[src/rtl/sel_dec_pkg.sv]
// Shared constants, output-stage state type and the one-hot helper for the
// 5-to-32 select decoder.
package sel_dec_pkg;

    localparam int unsigned CODE_W = 5;
    localparam int unsigned OUT_W  = 32;

    localparam logic [CODE_W-1:0] MAX_LEGAL = 5'd23;
    localparam logic [CODE_W-1:0] NOP_CODE  = 5'd31;

    typedef enum logic [0:0] {
        IDLE,
        PULSE
    } sel_dec_state_e;

    function automatic logic [OUT_W-1:0] onehot(input logic [CODE_W-1:0] code);
        logic [OUT_W-1:0] r;
        r       = '0;
        r[code] = 1'b1;
        return r;
    endfunction

endpackage

[src/rtl/sel_dec_fifo.sv]
// Small in-order synchronous FIFO with occupancy count; pushes when full and
// pops when empty are ignored.
module sel_dec_fifo #(
    parameter int unsigned DEPTH = 2,
    parameter int unsigned WIDTH = 5,
    localparam int unsigned CNT_W = $clog2(DEPTH + 1),
    localparam int unsigned PTR_W = (DEPTH > 1) ? $clog2(DEPTH) : 1
) (
    input  logic             clk,
    input  logic             reset,
    input  logic             push,
    input  logic             pop,
    input  logic [WIDTH-1:0] wdata,
    output logic [WIDTH-1:0] rdata,
    output logic             full,
    output logic             empty,
    output logic [CNT_W-1:0] count
);

    logic [WIDTH-1:0] mem_q [DEPTH];
    logic [PTR_W-1:0] wr_ptr_q;
    logic [PTR_W-1:0] rd_ptr_q;
    logic [CNT_W-1:0] count_q;
    logic             do_push;
    logic             do_pop;

    // Explicit wrap so non-power-of-two depths stay in range.
    function automatic logic [PTR_W-1:0] ptr_inc(input logic [PTR_W-1:0] p);
        return (p == PTR_W'(DEPTH - 1)) ? '0 : p + 1'b1;
    endfunction

    assign do_push = push & ~full;
    assign do_pop  = pop & ~empty;

    always_ff @(posedge clk) begin
        if (reset) begin
            wr_ptr_q <= '0;
            rd_ptr_q <= '0;
            count_q  <= '0;
        end else begin
            if (do_push) begin
                mem_q[wr_ptr_q] <= wdata;
                wr_ptr_q        <= ptr_inc(wr_ptr_q);
            end
            if (do_pop) begin
                rd_ptr_q <= ptr_inc(rd_ptr_q);
            end
            count_q <= count_q + CNT_W'(do_push) - CNT_W'(do_pop);
        end
    end

    assign rdata = mem_q[rd_ptr_q];
    assign full  = (count_q == CNT_W'(DEPTH));
    assign empty = (count_q == '0);
    assign count = count_q;

endmodule

[src/rtl/select_decoder_5_32.sv]
// Registered 5-to-32 one-hot select decoder fed by a request queue.
// Define SEL_DEC_STRETCH_EN to stretch each enable to HOLD cycles.
module select_decoder_5_32
    import sel_dec_pkg::*;
#(
    parameter int unsigned DEPTH = 2,
    parameter int unsigned HOLD  = 1
) (
    input  logic              clk,
    input  logic              reset,
    input  logic              req_valid,
    input  logic [CODE_W-1:0] req_code,
    output logic              req_ready,
    output logic [OUT_W-1:0]  dec_out,
    output logic              dec_valid,
    output logic              busy,
    output logic              err_pulse,
    output logic              err_seen,
    output logic [CODE_W-1:0] err_code
);

    localparam int unsigned CNT_W = $clog2(DEPTH + 1);

    if (DEPTH < 2 || DEPTH > 8 || HOLD == 0 || HOLD > 15) begin : g_bad_param
        $error("select_decoder_5_32: DEPTH must be 2..8 and HOLD 1..15");
    end

    logic [CODE_W-1:0] head;
    logic              full;
    logic              empty;
    logic [CNT_W-1:0]  count;
    logic              push;
    logic              pop;
    logic              hold_active;

    logic [OUT_W-1:0]  dec_out_q, dec_out_d;
    logic              dec_valid_q, dec_valid_d;
    logic              err_pulse_q, err_pulse_d;
    logic              err_seen_q, err_seen_d;
    logic [CODE_W-1:0] err_code_q, err_code_d;

    // No pass-through: readiness depends only on the registered occupancy.
    assign req_ready = ~full & ~reset;
    assign push      = req_valid & req_ready;

    sel_dec_fifo #(
        .DEPTH (DEPTH),
        .WIDTH (CODE_W)
    ) u_fifo (
        .clk   (clk),
        .reset (reset),
        .push  (push),
        .pop   (pop),
        .wdata (req_code),
        .rdata (head),
        .full  (full),
        .empty (empty),
        .count (count)
    );

    always_comb begin
        pop         = 1'b0;
        dec_out_d   = dec_out_q;
        dec_valid_d = dec_valid_q;
        err_pulse_d = 1'b0;
        err_seen_d  = err_seen_q;
        err_code_d  = err_code_q;
        if (!hold_active) begin
            if (!empty) begin
                pop = 1'b1;
                if (head <= MAX_LEGAL) begin
                    dec_out_d   = onehot(head);
                    dec_valid_d = 1'b1;
                end else begin
                    dec_out_d   = '0;
                    dec_valid_d = 1'b0;
                    if (head != NOP_CODE) begin
                        err_pulse_d = 1'b1;
                        err_seen_d  = 1'b1;
                        err_code_d  = head;
                    end
                end
            end else begin
                dec_out_d   = '0;
                dec_valid_d = 1'b0;
            end
        end
    end

    always_ff @(posedge clk) begin
        if (reset) begin
            dec_out_q   <= '0;
            dec_valid_q <= 1'b0;
            err_pulse_q <= 1'b0;
            err_seen_q  <= 1'b0;
            err_code_q  <= '0;
        end else begin
            dec_out_q   <= dec_out_d;
            dec_valid_q <= dec_valid_d;
            err_pulse_q <= err_pulse_d;
            err_seen_q  <= err_seen_d;
            err_code_q  <= err_code_d;
        end
    end

`ifdef SEL_DEC_STRETCH_EN
    localparam logic [3:0] HOLD_M1 = 4'(HOLD - 1);

    sel_dec_state_e state_q, state_d;
    logic [3:0]     hold_cnt_q, hold_cnt_d;
    logic           load_pulse;

    // A zero count marks the final pulse cycle, where the next code may pop.
    assign hold_active = (state_q == PULSE) && (hold_cnt_q != 4'd0);
    assign load_pulse  = pop && (head <= MAX_LEGAL);

    always_comb begin
        state_d    = state_q;
        hold_cnt_d = hold_cnt_q;
        if (hold_active) begin
            hold_cnt_d = hold_cnt_q - 4'd1;
        end else if (load_pulse && HOLD > 1) begin
            state_d    = PULSE;
            hold_cnt_d = HOLD_M1;
        end else begin
            state_d    = IDLE;
            hold_cnt_d = 4'd0;
        end
    end

    always_ff @(posedge clk) begin
        if (reset) begin
            state_q    <= IDLE;
            hold_cnt_q <= 4'd0;
        end else begin
            state_q    <= state_d;
            hold_cnt_q <= hold_cnt_d;
        end
    end

    assign busy = (count != '0) || (state_q == PULSE);
`else
    assign hold_active = 1'b0;
    assign busy        = (count != '0);
`endif

    assign dec_out   = dec_out_q;
    assign dec_valid = dec_valid_q;
    assign err_pulse = err_pulse_q;
    assign err_seen  = err_seen_q;
    assign err_code  = err_code_q;

endmodule

[config.mk]
export PLATFORM = sky130hd
export DESIGN_NAME = select_decoder_5_32
export DESIGN_NICKNAME = d
export VERILOG_FILES = /design/src/rtl/sel_dec_pkg.sv /design/src/rtl/sel_dec_fifo.sv /design/src/rtl/select_decoder_5_32.sv
export SDC_FILE = /design/constraint.sdc
export NUM_CORES = 1
export LEC_CHECK = 0
export BUFFER_PORTS_ARGS = -buffer_cell sky130_fd_sc_hd__buf_4
export CORE_ASPECT_RATIO = 0.6
export CORE_MARGIN = 2
export CORE_UTILIZATION = 28
export CTS_CLUSTER_SIZE = 12
export DETAILED_ROUTE_END_ITERATION = 7
export GPL_TIMING_DRIVEN = 0
export PLACE_DENSITY = 0.54
export SLEW_MARGIN = 20
export SYNTH_ARGS = -nofsm -noshare
export SYNTH_HDL_FRONTEND = slang
export SYNTH_SLANG_ARGS = --single-unit
[constraint.sdc]
create_clock -name clk -period 1.4 [get_ports clk]
set_clock_uncertainty 0.05 [all_clocks]
set_input_delay 0.42 -clock clk [delete_from_list [all_inputs] [get_ports clk]]
set_output_delay 0.42 -clock clk [all_outputs]
set_load 0.03 [all_outputs]
## Word-level counts from Yosys, hierarchy flattened

Memories as Yosys holds them, arrays and structs flattened. A register that Yosys moved wholly into a read port is not among the register bits.
Cells that the tools add are included.

- Flip-flop bits (word level): 44
- Bits in latches: 0
- Bits in writable memories: 10
- Bits in read-only memories: 0
- Input port bits: 8
- Output and inout bits: 42
- Memories: 1

Memory list:

| name | words | bits a word | rd ports | clocked after Yosys merged registers in | write ports | RTL line | source |
|---|---|---|---|---|---|---|---|
| u_fifo.mem_q | 2 | 5 | 1 | 1 | 1 | sel_dec_fifo.sv:20 | `logic [WIDTH-1:0] mem_q [DEPTH];` |

- Add/subtract/negate cells: 4
- Multiply operators: 0
- Div/mod/pow operators: 0
- $lt $le $gt $ge: 3
- Equality and inequality tests: 2
- Shift-type cells: 0
- Mux-type cells: 12
- Bitwise logic cells: 8
- Reduce and logical (&&, ||, !) cells: 7

Operators by type and width:

| kind | number |
|---|---|
| $mux 1 | 11 |
| $lt 5x6->1 const B | 1 |
| $reduce_or 3->1 | 2 |
| $demux 1 s5 | 1 |
| $ge 5x1->1 const B | 1 |
| $le 5x5->1 const B | 1 |
| $ne 5x5->1 const B | 1 |
| $and 1x1->1 | 4 |
| $not 1->1 | 4 |
| $reduce_and 3->1 | 1 |
| $add 1x1->1 const B | 2 |
| $add 2x1->2 | 1 |
| $eq 2x2->1 const B | 1 |
| $logic_not 2->1 | 1 |
| $reduce_bool 2->1 | 1 |
| $reduce_or 2->1 | 1 |
| $sub 2x1->2 | 1 |
| $logic_and 1x1->1 | 1 |

## Logic depth before layout (Yosys ltp)

- Depth after elaboration: 8
- Gate-level depth with buffers: 5

## Modules after synthesis

From an unflattened synthesis, not the netlist that was laid out.

- Cells, all modules: 143
- Area total of the unflattened synthesis: 1726.7 um^2

Modules (own cells, without submodules):

| module | times used | cells an instance | area an instance (um^2) |
|---|---|---|---|
| select_decoder_5_32 | 1 | 104 | 1119.8 |
| sel_dec_fifo | 1 | 39 | 606.8 |

## Worst setup path before layout

Ideal clock, no wire load.

- Path kind: in2reg
- Start point: input reset
- End point: memory u_fifo.mem_q[1][0] (enable)
- Setup time: 0.315 ns
- Arrival: 1.372 ns
- Setup slack: -0.337 ns
- Stages on the path: 3
- Path buffers: 1
- Cells stage by stage: clkbuf_1 nor2_1 and3_1

- Word-level cells in the longest chain between the ends: 7

Ends and longest elaborated chain:

| item | RTL line | source |
|---|---|---|
| from (decl) | select_decoder_5_32.sv:10 | `input logic reset,` |
| $not 1->1 | select_decoder_5_32.sv:43 | `assign req_ready = ~full & ~reset;` |
| $and 1x1->1 | select_decoder_5_32.sv:43 |  |
| via req_ready | select_decoder_5_32.sv:13 | `output logic req_ready,` |
| $and 1x1->1 | select_decoder_5_32.sv:44 | `assign push = req_valid & req_ready;` |
| $and 1x1->1 | sel_dec_fifo.sv:32 | `assign do_push = push & ~full;` |
| $mux 1 | sel_dec_fifo.sv:41 | `if (do_push) begin` |
| $mux 1 | sel_dec_fifo.sv:36 | `if (reset) begin` |
| $mux 1 (implied by the code) | sel_dec_fifo.sv:42 | `mem_q[wr_ptr_q] <= wdata;` |
| to (decl) | sel_dec_fifo.sv:20 |  |

The timed path passes the listed nets, and every way through them passes these cells.

## Final worst setup path

- Start point: register u_fifo.count_q[1], in the netlist u_fifo.count[1]
- End point: output req_ready

- Word-level cells in the longest chain between the ends: 3

Ends and longest elaborated chain:

| item | RTL line | source |
|---|---|---|
| from (decl) | sel_dec_fifo.sv:23 | `logic [CNT_W-1:0] count_q;` |
| from (signal assigned) | sel_dec_fifo.sv:48 | `count_q <= count_q + CNT_W'(do_push) - CNT_W'(do_pop);` |
| $eq 2x2->1 | sel_dec_fifo.sv:53 | `assign full = (count_q == CNT_W'(DEPTH));` |
| $not 1->1 | select_decoder_5_32.sv:43 |  |
| $and 1x1->1 | select_decoder_5_32.sv:43 |  |
| to (decl) | select_decoder_5_32.sv:13 |  |

No other way between the ends.

==> flow_summary.json <==
{
  "die_area_mm2": 0.00715,
  "criticalPathCategory": "flip-flop to output pin",
  "route.antenna.remaining_nets": 0,
  "final_net_count": 264,
  "route.detailed.vias_per_inst": 4.35,
  "synthTopCellsByCount": "45 x sky130_fd_sc_hd__dfxtp_1, 24 x sky130_fd_sc_hd__nor2_1, 10 x sky130_fd_sc_hd__edfxtp_1, 9 x sky130_fd_sc_hd__nor3_1, 9 x sky130_fd_sc_hd__o211ai_1",
  "worst-path-buf-inv": 1,
  "area_of_the_placeable_core_mm2": 0.00619,
  "rsz_0062_raised_after_global_routing": "yes",
  "rows": 22,
  "synth-seq-cells": 55,
  "count_of_endpoints_failing_setup_in_the_final_report": 23,
  "critical_path_required_ps": 930,
  "drt-wirelength-per-cell_um": 13.8,
  "synth_seq_area_share": 0.663,
  "ys_types": 32,
  "cts.hold.buffers_added": 0,
  "pin_count_of_the_biggest_net_entering_global_routing": 18,
  "hp-start": "req_code[0]",
  "path_delay_family": "flip-flops",
  "routed-via-count": 1482,
  "dpl-instance-area_mm2": 0.00233,
  "hold-path-endpoint": "u_fifo.mem_q[1][0]",
  "worst_hold_path_type": "input pin to flip-flop",
  "finalMaxSlewViolations": 0,
  "synth_area_mm2": 0.00181,
  "timing.max_cap.violations": 0,
  "clock_latency_ps": 310,
  "critPathSlowestCell": "sky130_fd_sc_hd__dfxtp_4",
  "finalWorstPathRequiredPeriod_ps": 1540,
  "whs_ps": 238,
  "worst_slack_ps": -136,
  "cts_buffers": 5,
  "drt-total-wl_mm": 4.70,
  "gp_congestion": 0.731,
  "status": "finished, violations left",
  "worstSetupEndpointType": "output pin",
  "clockRootBuffer": "sky130_fd_sc_hd__clkbuf_8",
  "crit_fanout": 4,
  "grt_antenna_before_repair": 0,
  "die_span_in_y_um": 66.3,
  "critical_path.reg2reg.startpoint": "u_fifo.mem_q[1][0]",
  "layout_worst_path_cycle_share": 1.10,
  "place_inst": 297,
  "finalInstanceArea_mm2": 0.00306,
  "peakVddDrop_mv": 0.408,
  "grt_first_pass_wirelength_mm": 6.91,
  "remaining_drc_errors": 0,
  "grt_usage": 0.127,
  "area_growth_syn_to_layout_pct": 68.9,
  "hold_viol_final": 0,
  "r2r_end": "err_code[0]",
  "drt_iter0_markers": 65,
  "power_per_cell_area_mw_per_mm2": 1020,
  "ys.warnings.count": 0,
  "cp_cell_sequence": "nor2b_4 > nor2_4 > buf_6",
  "layout-drive-gt1-share": 0.576,
  "final_cells": 341,
  "post-synth-top-area-fraction": 0.497,
  "total_power_mw": 3.13,
  "netlist_top_cells_area": "sky130_fd_sc_hd__dfxtp_1 50%, sky130_fd_sc_hd__edfxtp_1 17%, sky130_fd_sc_hd__nor2_1 5.0%",
  "globalRouteOverflowTotal": 0,
  "cts.clk_slew.worst_paths_ps": 100,
  "drtPass1Iterations": 4,
  "netlist.top_cell.by_area": "sky130_fd_sc_hd__dfxtp_1",
  "async_sr_flop_fraction": 0,
  "start_util": 0.293,
  "syn_inst": 157,
  "reg2regPathDepth": 3,
  "cts_max_path_bufs": 2,
  "synth_ff_type": "sky130_fd_sc_hd__dfxtp_1",
  "first_global_vias": 1390,
  "dp.final_hpwl_mm": 2.82,
  "fmax_mhz": 651,
  "n_antenna_cell": 0,
  "cp.arrival_ps": 1070,
  "synth_edf_count": 10,
  "final_util": 0.494,
  "tritoncts_clock_tree": "done",
  "slowest_delay_ps": 390,
  "place_worst_setup_slack_ps": -247,
  "synth_area_per_cell_um2": 11.5,
  "die-width_um": 108,
  "regToRegSetupSlack_ps": -120,
  "setup_total_negative_slack_ps": -851,
  "buffer_ports.inserted": 49,
  "hold_path_depth": 1,
  "num_io_pins": 50,
  "yosys.cell_count.top_type": "sky130_fd_sc_hd__dfxtp_1",
  "clock_tree.htree_level_count": 2,
  "violated_checks": "setup timing",
  "p_leak_nw": 1.26,
  "cp_startpoint_kind": "flip-flop",
  "clock-sinks": 55
}
-- cell type report --
cell class / instances / area (um2)
fillers: 549 / 3130
repair buffers: 85 / 693
well taps: 84 / 105
clock inverters: 1 / 8.76
clock buffers: 7 / 97.6
flip-flops and latches: 55 / 1210
plain buffers: 5 / 57.6
multi-input cells: 97 / 862
inverters: 7 / 26.3
-- timing repair --
item / CTS / global route
gates resized for setup: 34 / 53
endpoints found under the setup margin: 41 / 36
pin swaps: 5 / 24
setup buffers: 20 / 12
gates cloned: 1 / 3
-- where the power goes --
part / total (mW) / internal [mW] / leakage (nW) / switching [mW]
Sequential: 1.69 / 1.65 / 0.461 / 0.0335
Combinational: 0.460 / 0.219 / 0.745 / 0.241
Clock: 0.979 / 0.469 / 0.0540 / 0.510
-- flip-flops by register name, summed over array words and instances (netlist names), named ones only --
register / flops
u_fifo.mem_q: 10
dec_valid: 1
u_fifo.wr_ptr_q: 1
err_code: 5
err_pulse: 1
dec_out: 32
u_fifo.count: 2
err_seen: 1
u_fifo.rd_ptr_q: 1
-- placed cells by master (no fill, tap or decap), types with 2 or more instances in the layout --
master and n:
sky130_fd_sc_hd__nor2b_1 3, sky130_fd_sc_hd__dfxtp_4 2, sky130_fd_sc_hd__o21ai_0 5, sky130_fd_sc_hd__buf_4 74
sky130_fd_sc_hd__o21ba_2 2, sky130_fd_sc_hd__nor2_1 10, sky130_fd_sc_hd__nor2_2 8, sky130_fd_sc_hd__clkbuf_8 5
sky130_fd_sc_hd__o22ai_4 2, sky130_fd_sc_hd__o211ai_1 9, sky130_fd_sc_hd__buf_8 2, sky130_fd_sc_hd__conb_1 8
sky130_fd_sc_hd__nand2_1 2, sky130_fd_sc_hd__edfxtp_1 10, sky130_fd_sc_hd__inv_2 2, sky130_fd_sc_hd__mux2_4 3
sky130_fd_sc_hd__nand3_1 3, sky130_fd_sc_hd__dfxtp_1 42, sky130_fd_sc_hd__nor3_4 2, sky130_fd_sc_hd__nor3b_4 2
sky130_fd_sc_hd__nor3_2 7, sky130_fd_sc_hd__nor2_4 6, sky130_fd_sc_hd__inv_1 5, sky130_fd_sc_hd__nand2_2 3
sky130_fd_sc_hd__nand4_1 2, sky130_fd_sc_hd__clkbuf_16 2, sky130_fd_sc_hd__mux2i_4 3, sky130_fd_sc_hd__buf_6 12
-- logic make-up after synthesis --
kind of cell | share of synthesized area
xor gates and xnor gates | 0.00484
other | 0.00207
buffers and inverters | 0.0325
muxes | 0.0352
AOI/OAI and AO/OA | 0.0925
DFF | 0.663
and+or+nand+nor | 0.170
-- routing by layer --
layer	global-route usage	vias up	part of all wire
met3	0.0443	7	0.069
li1	-	742	-
met2	0.188	48	0.44
met4	0.0369	0	0.0087
met1	0.174	685	0.48
met5	0	-	0
-- how the worst max path moves through the flow --
stage                          from                 end  slack [ps]  cells past startpoint
finish              u_fifo.count[1]           req_ready        -140                      3
global route        u_fifo.count[1]           req_ready        -190                      3
floorplan                     reset  u_fifo.mem_q[1][0]          30                      3
CTS                 u_fifo.count[1]           req_ready        -150                      3
detailed placement            reset  u_fifo.mem_q[0][3]        -250                      2
global placement              reset  u_fifo.mem_q[0][3]        -230                      2
No activity file was read; power rests on OpenSTA's default activity.
